## src/rtl/ct_rtu_ptr_decode_8_pkg.sv

```systemverilog
// Shared constants and helpers for 8-entry RTU circular pointers.
// Provides pointer width/depth, reset one-hot value and rotate helper.
package ct_rtu_ptr_decode_8_pkg;

    localparam int RTU_PTR8_W     = 3;
    localparam int RTU_PTR8_DEPTH = 8;

    localparam logic [RTU_PTR8_DEPTH-1:0] RTU_PTR8_RST_ONEHOT = 8'b0000_0001;

    // Rotate an 8-bit one-hot left by 0..3 positions.
    function automatic logic [RTU_PTR8_DEPTH-1:0] rtu_rotl8(
        input logic [RTU_PTR8_DEPTH-1:0] v,
        input logic [1:0]                n
    );
        logic [2*RTU_PTR8_DEPTH-1:0] t;
        t = {v, v} << n;
        return t[2*RTU_PTR8_DEPTH-1:RTU_PTR8_DEPTH];
    endfunction

endpackage

```

## src/rtl/ct_rtu_ptr_decode_8_decode.sv

```systemverilog
// Combinational 3-bit binary to 8-bit one-hot decoder.
// Ports: x_num (binary in), x_onehot (bit i set iff x_num == i).
module ct_rtu_decode_8
    import ct_rtu_ptr_decode_8_pkg::*;
(
    input  logic [RTU_PTR8_W-1:0]     x_num,
    output logic [RTU_PTR8_DEPTH-1:0] x_onehot
);

    always_comb begin
        x_onehot = '0;
        for (int i = 0; i < RTU_PTR8_DEPTH; i++) begin
            if (x_num == RTU_PTR8_W'(i)) begin
                x_onehot[i] = 1'b1;
            end
        end
    end

endmodule

```

## src/rtl/ct_rtu_ptr_decode_8.sv

```systemverilog
// 8-entry circular retire/commit pointer: one-hot + binary + wrap state.
// Inputs: clk, sync reset, load (num/wrap), inc (0..3).
// Outputs: one-hot current and +1/+2/+3 look-ahead, binary, wrap,
// update pulse and one-hot integrity error flag.
module ct_rtu_ptr_decode_8
    import ct_rtu_ptr_decode_8_pkg::*;
#(
    parameter logic [2:0] RST_NUM  = 3'd0,
    parameter logic       RST_WRAP = 1'b0
) (
    input  logic                      forever_cpuclk,
    input  logic                      cpurst,
    input  logic                      x_load_en,
    input  logic [RTU_PTR8_W-1:0]     x_load_num,
    input  logic                      x_load_wrap,
    input  logic                      x_inc_en,
    input  logic [1:0]                x_inc_num,
    output logic [RTU_PTR8_DEPTH-1:0] x_ptr_expand,
    output logic [RTU_PTR8_DEPTH-1:0] x_ptr_expand_plus1,
    output logic [RTU_PTR8_DEPTH-1:0] x_ptr_expand_plus2,
    output logic [RTU_PTR8_DEPTH-1:0] x_ptr_expand_plus3,
    output logic [RTU_PTR8_W-1:0]     x_ptr_num,
    output logic                      x_ptr_wrap,
    output logic                      x_ptr_updt,
    output logic                      x_ptr_err
);

    logic [RTU_PTR8_DEPTH-1:0] expand_q, expand_d;
    logic [RTU_PTR8_W-1:0]     num_q, num_d;
    logic                      wrap_q, wrap_d;
    logic                      updt_q, updt_d;
    logic                      err_q, err_d;

    logic [RTU_PTR8_DEPTH-1:0] load_onehot;
    logic [RTU_PTR8_DEPTH-1:0] rst_onehot;
    logic [RTU_PTR8_W:0]       inc_sum;

    ct_rtu_decode_8 u_load_dec (
        .x_num    (x_load_num),
        .x_onehot (load_onehot)
    );

    ct_rtu_decode_8 u_rst_dec (
        .x_num    (RST_NUM),
        .x_onehot (rst_onehot)
    );

    // Carry out of the 4-bit sum marks crossing entry 7 -> 0.
    assign inc_sum = {1'b0, num_q} + {2'b00, x_inc_num};

    always_comb begin
        expand_d = expand_q;
        num_d    = num_q;
        wrap_d   = wrap_q;
        updt_d   = 1'b0;
        if (x_load_en) begin
            expand_d = load_onehot;
            num_d    = x_load_num;
            wrap_d   = x_load_wrap;
            updt_d   = 1'b1;
        end else if (x_inc_en && (x_inc_num != 2'd0)) begin
            expand_d = rtu_rotl8(expand_q, x_inc_num);
            num_d    = inc_sum[RTU_PTR8_W-1:0];
            wrap_d   = wrap_q ^ inc_sum[RTU_PTR8_W];
            updt_d   = 1'b1;
        end
        // Integrity check on what is about to be registered.
        err_d = !$onehot(expand_d);
    end

    always_ff @(posedge forever_cpuclk) begin
        if (cpurst) begin
            expand_q <= rst_onehot;
            num_q    <= RST_NUM;
            wrap_q   <= RST_WRAP;
            updt_q   <= 1'b0;
            err_q    <= 1'b0;
        end else begin
            expand_q <= expand_d;
            num_q    <= num_d;
            wrap_q   <= wrap_d;
            updt_q   <= updt_d;
            err_q    <= err_d;
        end
    end

    assign x_ptr_expand       = expand_q;
    assign x_ptr_expand_plus1 = rtu_rotl8(expand_q, 2'd1);
    assign x_ptr_expand_plus2 = rtu_rotl8(expand_q, 2'd2);
    assign x_ptr_expand_plus3 = rtu_rotl8(expand_q, 2'd3);
    assign x_ptr_num          = num_q;
    assign x_ptr_wrap         = wrap_q;
    assign x_ptr_updt         = updt_q;
    assign x_ptr_err          = err_q;

endmodule

```

## config.mk

```make
export PLATFORM = sky130hd
export DESIGN_NAME = ct_rtu_ptr_decode_8
export DESIGN_NICKNAME = d
export VERILOG_FILES = /design/src/rtl/ct_rtu_ptr_decode_8_pkg.sv /design/src/rtl/ct_rtu_ptr_decode_8_decode.sv /design/src/rtl/ct_rtu_ptr_decode_8.sv
export SDC_FILE = /design/constraint.sdc
export NUM_CORES = 1
export LEC_CHECK = 0
export BUFFER_PORTS_ARGS = -buffer_cell sky130_fd_sc_hd__buf_2
export CORE_ASPECT_RATIO = 0.75
export CORE_MARGIN = 4
export CORE_UTILIZATION = 50
export DETAILED_ROUTE_END_ITERATION = 7
export PLACE_DENSITY = 0.79
export SETUP_SLACK_MARGIN = 0.5
export SYNTH_ARGS = -nofsm -noshare
export SYNTH_HDL_FRONTEND = slang
export SYNTH_HIERARCHICAL = 1
export SYNTH_SLANG_ARGS = --single-unit
```

## constraint.sdc

```tcl
create_clock -name forever_cpuclk -period 6.5 [get_ports forever_cpuclk]
set_input_delay 0.325 -clock forever_cpuclk [delete_from_list [all_inputs] [get_ports forever_cpuclk]]
set_output_delay 0.325 -clock forever_cpuclk [all_outputs]
set_load 0.005 [all_outputs]
```

# After elaboration in Yosys (flattened, before gate mapping)
# Cells that the tools add are included.
[op_classes]
n_bitwise = 1
multipliers = 0
n_eq_ne = 8
magnitude_cmp = 0
div_mod_pow = 0
muxes = 16
addsub = 8
shifts = 1
n_reduce_logical = 5
[op_table]
columns = ["cell", "n"]
rows = [
  ["two-way mux 8 bit", 2],
  ["left shift 16 x 2 -> 16 bit", 1],
  ["equality test 3 bit (second input constant)", 4],
  ["two-way mux 1 bit", 12],
  ["adder 1 x 1 -> 2 bit", 4],
  ["adder 2 x 2 -> 3 bit", 2],
  ["equality test 3 x 2 -> 1 bit (second input constant)", 2],
  ["two-way mux 3 bit", 2],
  ["adder 3 x 2 -> 4 bit", 1],
  ["adder 3 x 3 -> 4 bit", 1],
  ["equality test 4 x 1 -> 1 bit (second input constant)", 1],
  ["nonzero test 2 bit", 2],
  ["equality test 3 x 1 -> 1 bit (second input constant)", 1],
  ["zero test 3 bit", 1],
  ["logical AND 1 bit", 1],
  ["zero test 1 bit", 1],
  ["bitwise XOR 1 bit", 1],
]
[word_totals]
ff_bits = 14
input_bits = 10
latchBits = 0
rom_bits = 0
mem_count = 0
ram_bits = 0

# Depth between registers and ports, before layout
[logic_depth]
depth_word = 9
mapped_depth = 15
mapped_depth_nobuf = 13

# Cells and area by module
# Netlist, hierarchy kept.
[by_module_without_submodules]
columns = ["module", "seq_area_each_um2", "n_inst", "area_each_um2", "cells_per_inst"]
rows = [
  ["ct_rtu_ptr_decode_8", 280.3, 1, 1330.0, 161],
  ["ct_rtu_decode_8", 0.0, 2, 65.1, 8],
]

# Worst setup path after synthesis
# OpenSTA, ideal clock, no wires.
[synth_path]
path_kind = "input to register"
from = "input port x_inc_num[1]"
to = "register err_q (netlist: x_ptr_err)"
n_path_buf = 1
cell_stages = 14
required_time_ns = 6.426
t_arrival_ns = 3.586
setup_time_ns = 0.074
slack_ns = 2.840
path_cell_list = "buf_6 mux2_1 a22oi_1 and3_1 fa_1 fa_1 inv_1 fa_1 ha_1 inv_1 fa_1 nor2b_1 a31o_2 a31oi_1"
[synth_via]
elab_chain_len = 9
[synth_rtl]
columns = ["item", "line_no", "rtl"]
rows = [
  ["from (decl)", "ct_rtu_ptr_decode_8.sv:17", "input logic [1:0] x_inc_num,"],
  ["nonzero test 2 bit", "ct_rtu_ptr_decode_8.sv:61", "end else if (x_inc_en && (x_inc_num != 2'd0)) begin"],
  ["logical AND 1 bit", "ct_rtu_ptr_decode_8.sv:61", ""],
  ["two-way mux 8 bit *", "ct_rtu_ptr_decode_8.sv:61", ""],
  ["two-way mux 8 bit *", "ct_rtu_ptr_decode_8.sv:56", "if (x_load_en) begin"],
  ["adder 1 x 1 -> 2 bit (not written as such)", "ct_rtu_ptr_decode_8.sv:68", "err_d = !$onehot(expand_d);"],
  ["adder 2 x 2 -> 3 bit (not written as such)", "ct_rtu_ptr_decode_8.sv:68", ""],
  ["adder 3 x 3 -> 4 bit (not written as such) *", "ct_rtu_ptr_decode_8.sv:68", ""],
  ["equality test 4 x 1 -> 1 bit *", "ct_rtu_ptr_decode_8.sv:68", ""],
  ["zero test 1 bit *", "ct_rtu_ptr_decode_8.sv:68", ""],
  ["to (signal assigned)", "ct_rtu_ptr_decode_8.sv:83", "err_q <= err_d;"],
  ["to (decl)", "ct_rtu_ptr_decode_8.sv:32", "logic err_q, err_d;"],
]
# Mark *: on every way between the ends. The rest lies on a longest branch, timed or not.
# A chain may end at the register's enable or synchronous reset.

# Worst setup path after layout
# Ends and elaborated chain as after synthesis.

==> impl_metrics.py <==
metrics = {
    "setup_path": {
        "crit_fanout": 16,
        "critPathRequiredTime_ns": 6.67,
        "criticalPathCategory": "in2reg",
        "arrival_ns": 4.32,
        "cp-start-kind": "input port",
        "critPathCaptureType": "flip-flop",
    },
    "timing": {
        "fin_crit_sh_pct": 63.75,
        "hold_viol": 0,
        "timing.fmax_mhz": 241.3,
        "relSlewSlack_pct": 46.30,
        "drv_slew": 0,
        "fin_worst_skew_ns": 0.006945,
        "rsz0062_at_grt": "false",
        "setup-violations-final": 0,
        "setup_ws_ns": 2.356,
        "worst_slew_pin_slew_ns": 0.8001,
        "period_needed_ns": 4.144,
        "setup_tns_ns": 0,
    },
    "placed_design": {
        "port-buffer-count": 47,
        "gp_congestion": 0.8504,
        "hpwl_mm": 2.627,
        "dp.cells": 251,
        "dp_slack_ns": 2.132,
        "dpl-instance-area_um2": 1599,
    },
    "logic_synthesis": {
        "ys_seq_elements": 14,
        "synth_flop_cell": "dfxtp_1",
        "synth_cells": 177,
        "synth_xor_area_share_pct": 0,
        "synth_cell_type_count": 40,
        "synth_top_family_by_area": "simple AND/OR/NAND/NOR gates",
        "syn_area_per_cell_um2": 8.249,
        "yosys.area_share.simple_pct": 22.62,
        "ys_async_sr_fraction_pct": 0,
        "synth_edf_count": 0,
        "syn_area_um2": 1460,
        "yosysSeqAreaShare_pct": 19.19,
        "muxShareOfSynthArea_pct": 5.913,
        "synth_compound_area_share_pct": 20.39,
        "synth_fa_ha_area_share_pct": 11.14,
        "yosysWarnings": 6,
    },
    "clock_network": {
        "clk_latency_ns": 0.25,
        "post-cts-setup-buffer-count": 0,
        "cts_tree": "yes",
        "cts_resized": 0,
        "path_clk_slew_ns": 0.07,
        "cts_sinks": 14,
        "cts_htree_levels": 1,
        "ctsHoldBuffers": 0,
        "max-clock-path-buffers": 2,
        "cts_buffers": 3,
        "cts_root_buf": "clkbuf_8",
    },
    "floorplanning": {
        "fp.dieH_um": 54.80,
        "start_util_pct": 54.03,
        "dieArea_um2": 3858,
        "die_w_um": 70.40,
        "row_count": 16,
        "pin_count": 48,
        "core_area_um2": 2703,
    },
    "pwr": {
        "combPwrFrac_pct": 37.3,
        "p_clk_share_pct": 28.2,
        "powerDensity_nw_per_um2": 188.3,
        "power_switching_share_pct": 34.51,
        "total_power_mw": 0.3115,
        "power.internal_mw": 0.2040,
        "max-vdd-ir-drop_uv": 125.1,
        "leakagePower_nw": 0.8261,
        "p_seq_share_pct": 34.5,
        "p_sw_mw": 0.1075,
    },
    "routing": {
        "wl_per_cell_um": 13.20,
        "via_per_inst": 5.345,
        "drt_drc_violations_left": 0,
        "vias": 1363,
        "first_pass_iters": 4,
        "drt-initial-drc-count": 158,
        "ant_nets": 0,
        "routed_wl_mm": 3.365,
    },
    "layout": {
        "fin_cells": 255,
        "drive_gt1_share_pct": 29.68,
        "final_area_um2": 1654,
        "n_antenna_cell": 0,
        "final_nets": 240,
        "syn_to_final_growth_pct": 13.28,
    },
    "global_routing": {
        "grt_pass1_wl_mm": 5.637,
        "track_usage_pct": 19.04,
        "grt_pass1_vias": 1176,
        "grt_max_degree": 23,
        "antenna_found_initial": 0,
        "grt.overflow.total": 0,
    },
    "flow_run": {
        "cap_violations": 0,
    },
    "hold_path": {
        "hold_class": "in2reg",
    },
    "outcome": {
        "status": "finished clean",
    },
}
[registers in the layout, indices dropped and copies added, names as in the netlist]
| register | cells |
|---|---|
| x_ptr_updt | 1 |
| x_ptr_wrap | 1 |
| x_ptr_num | 3 |
| x_ptr_expand | 8 |
| x_ptr_err | 1 |
[worst max-delay path, cell delays in order]
cell	delay, ns
buf_2	0.21
o21ai_1	0.67
nand3_1	0.19
and3_1	0.23
fa_1	0.52
fa_1	0.51
inv_1	0.06
fa_1	0.50
ha_1	0.18
inv_1	0.06
fa_1	0.36
nor2b_1	0.14
a31o_2	0.21
a31oi_1	0.16
[final cells by class]
class | count | area [um^2]
timing repair buffer | 47 | 235.2
clock buffer | 4 | 55.05
multi-input combinational | 135 | 967.2
fill | 252 | 1049
inverter | 19 | 71.32
sequential | 14 | 280.3
tap | 36 | 45.04
[path summary, 6_finish.rpt]
| path | cells after the start | from | slack [ns] | end |
|---|---|---|---|---|
| worst max-delay path | 14 | x_inc_num[1] | 2.36 | x_ptr_err |
| worst min-delay path | 3 | x_load_num[1] | 0.40 | x_ptr_num[1] |
| worst max register to register | 13 | x_ptr_expand[0] | 2.62 | x_ptr_err |
| worst min register to register | 2 | x_ptr_num[0] | 0.51 | x_ptr_num[0] |
[per-stage QoR]
step	hold slack [ns]	utilization, %
after CTS	0.3893	61.20
after global routing	0.4238	61.20
final	0.3992	61.20
after floorplan	0.4740	-
after global placement	0.4992	59.17
after detailed placement	0.5047	59.17
[cells by family (layout without fill, tap and decap cells)]
| logic type | after synthesis | in the layout |
|---|---|---|
| AO/OA/AOI/OAI | 38 | 38 |
| adder cells (fa/ha/maj) | 10 | 10 |
| buffers and inverters | 51 | 70 |
| flip-flops | 14 | 14 |
| multiplexers | 8 | 8 |
| other | 1 | 24 |
| AND/OR/NAND/NOR | 55 | 55 |
[cell usage in the layout, fill, tap and decap left out, drive strengths merged, types with 3 or more instances in the layout]
master | netlist | final
a21oi | 10 | 10
a22oi | 5 | 5
a32oi | 5 | 5
and3 | 7 | 7
and3b | 7 | 7
buf | 28 | 47
clkbuf | 4 | 4
conb | 1 | 24
dfxtp | 14 | 14
fa | 5 | 5
ha | 5 | 5
inv | 19 | 19
mux2 | 5 | 5
mux2i | 3 | 3
nand2 | 13 | 13
nand3 | 6 | 6
nor2 | 5 | 5
nor3 | 6 | 6
nor3b | 6 | 6
[power groups by stage]
stage	clock (mW)	sequential, mW	combinational, mW
2_1_floorplan	0	0.108	0.0917
3_3_place_gp	0	0.109	0.115
3_5_place_dp	0	0.109	0.116
4_1_cts	0.0911	0.107	0.117
5_1_grt	0.0970	0.110	0.133
6_report	0.0878	0.107	0.116
[cells in the mapped netlist (2+ instances only)]
cell type / number / area share [%]
a22oi_1: 5 / 2.6
o2bb2ai_1: 2 / 1.2
mux2_1: 5 / 3.9
and3b_2: 6 / 4.1
buf_4: 24 / 12
nor3_1: 6 / 2.1
mux2i_1: 3 / 2.1
dfxtp_1: 14 / 19
and3_1: 5 / 2.1
ha_1: 5 / 4.3
nand2_1: 13 / 3.3
a21oi_1: 10 / 3.4
a311oi_1: 2 / 1.2
inv_1: 19 / 4.9
o31a_1: 2 / 1.2
fa_1: 5 / 6.9
nand3_1: 6 / 2.1
and3_2: 2 / 1.0
o41ai_2: 2 / 2.2
clkbuf_1: 4 / 1.0
o21ai_1: 2 / 0.69
o211ai_1: 2 / 1.0
a32oi_1: 5 / 3.0
nor2_1: 5 / 1.3
buf_6: 2 / 1.5
buf_2: 2 / 0.69
nor3b_1: 6 / 3.1
[metal layers]
metal  wire length, um  track usage [%]
met4                48            6.369
met1              1533            25.76
met2              1475            29.97
met5                 0                0
met3               308            4.587
No activity file was read; power rests on OpenSTA's default activity.
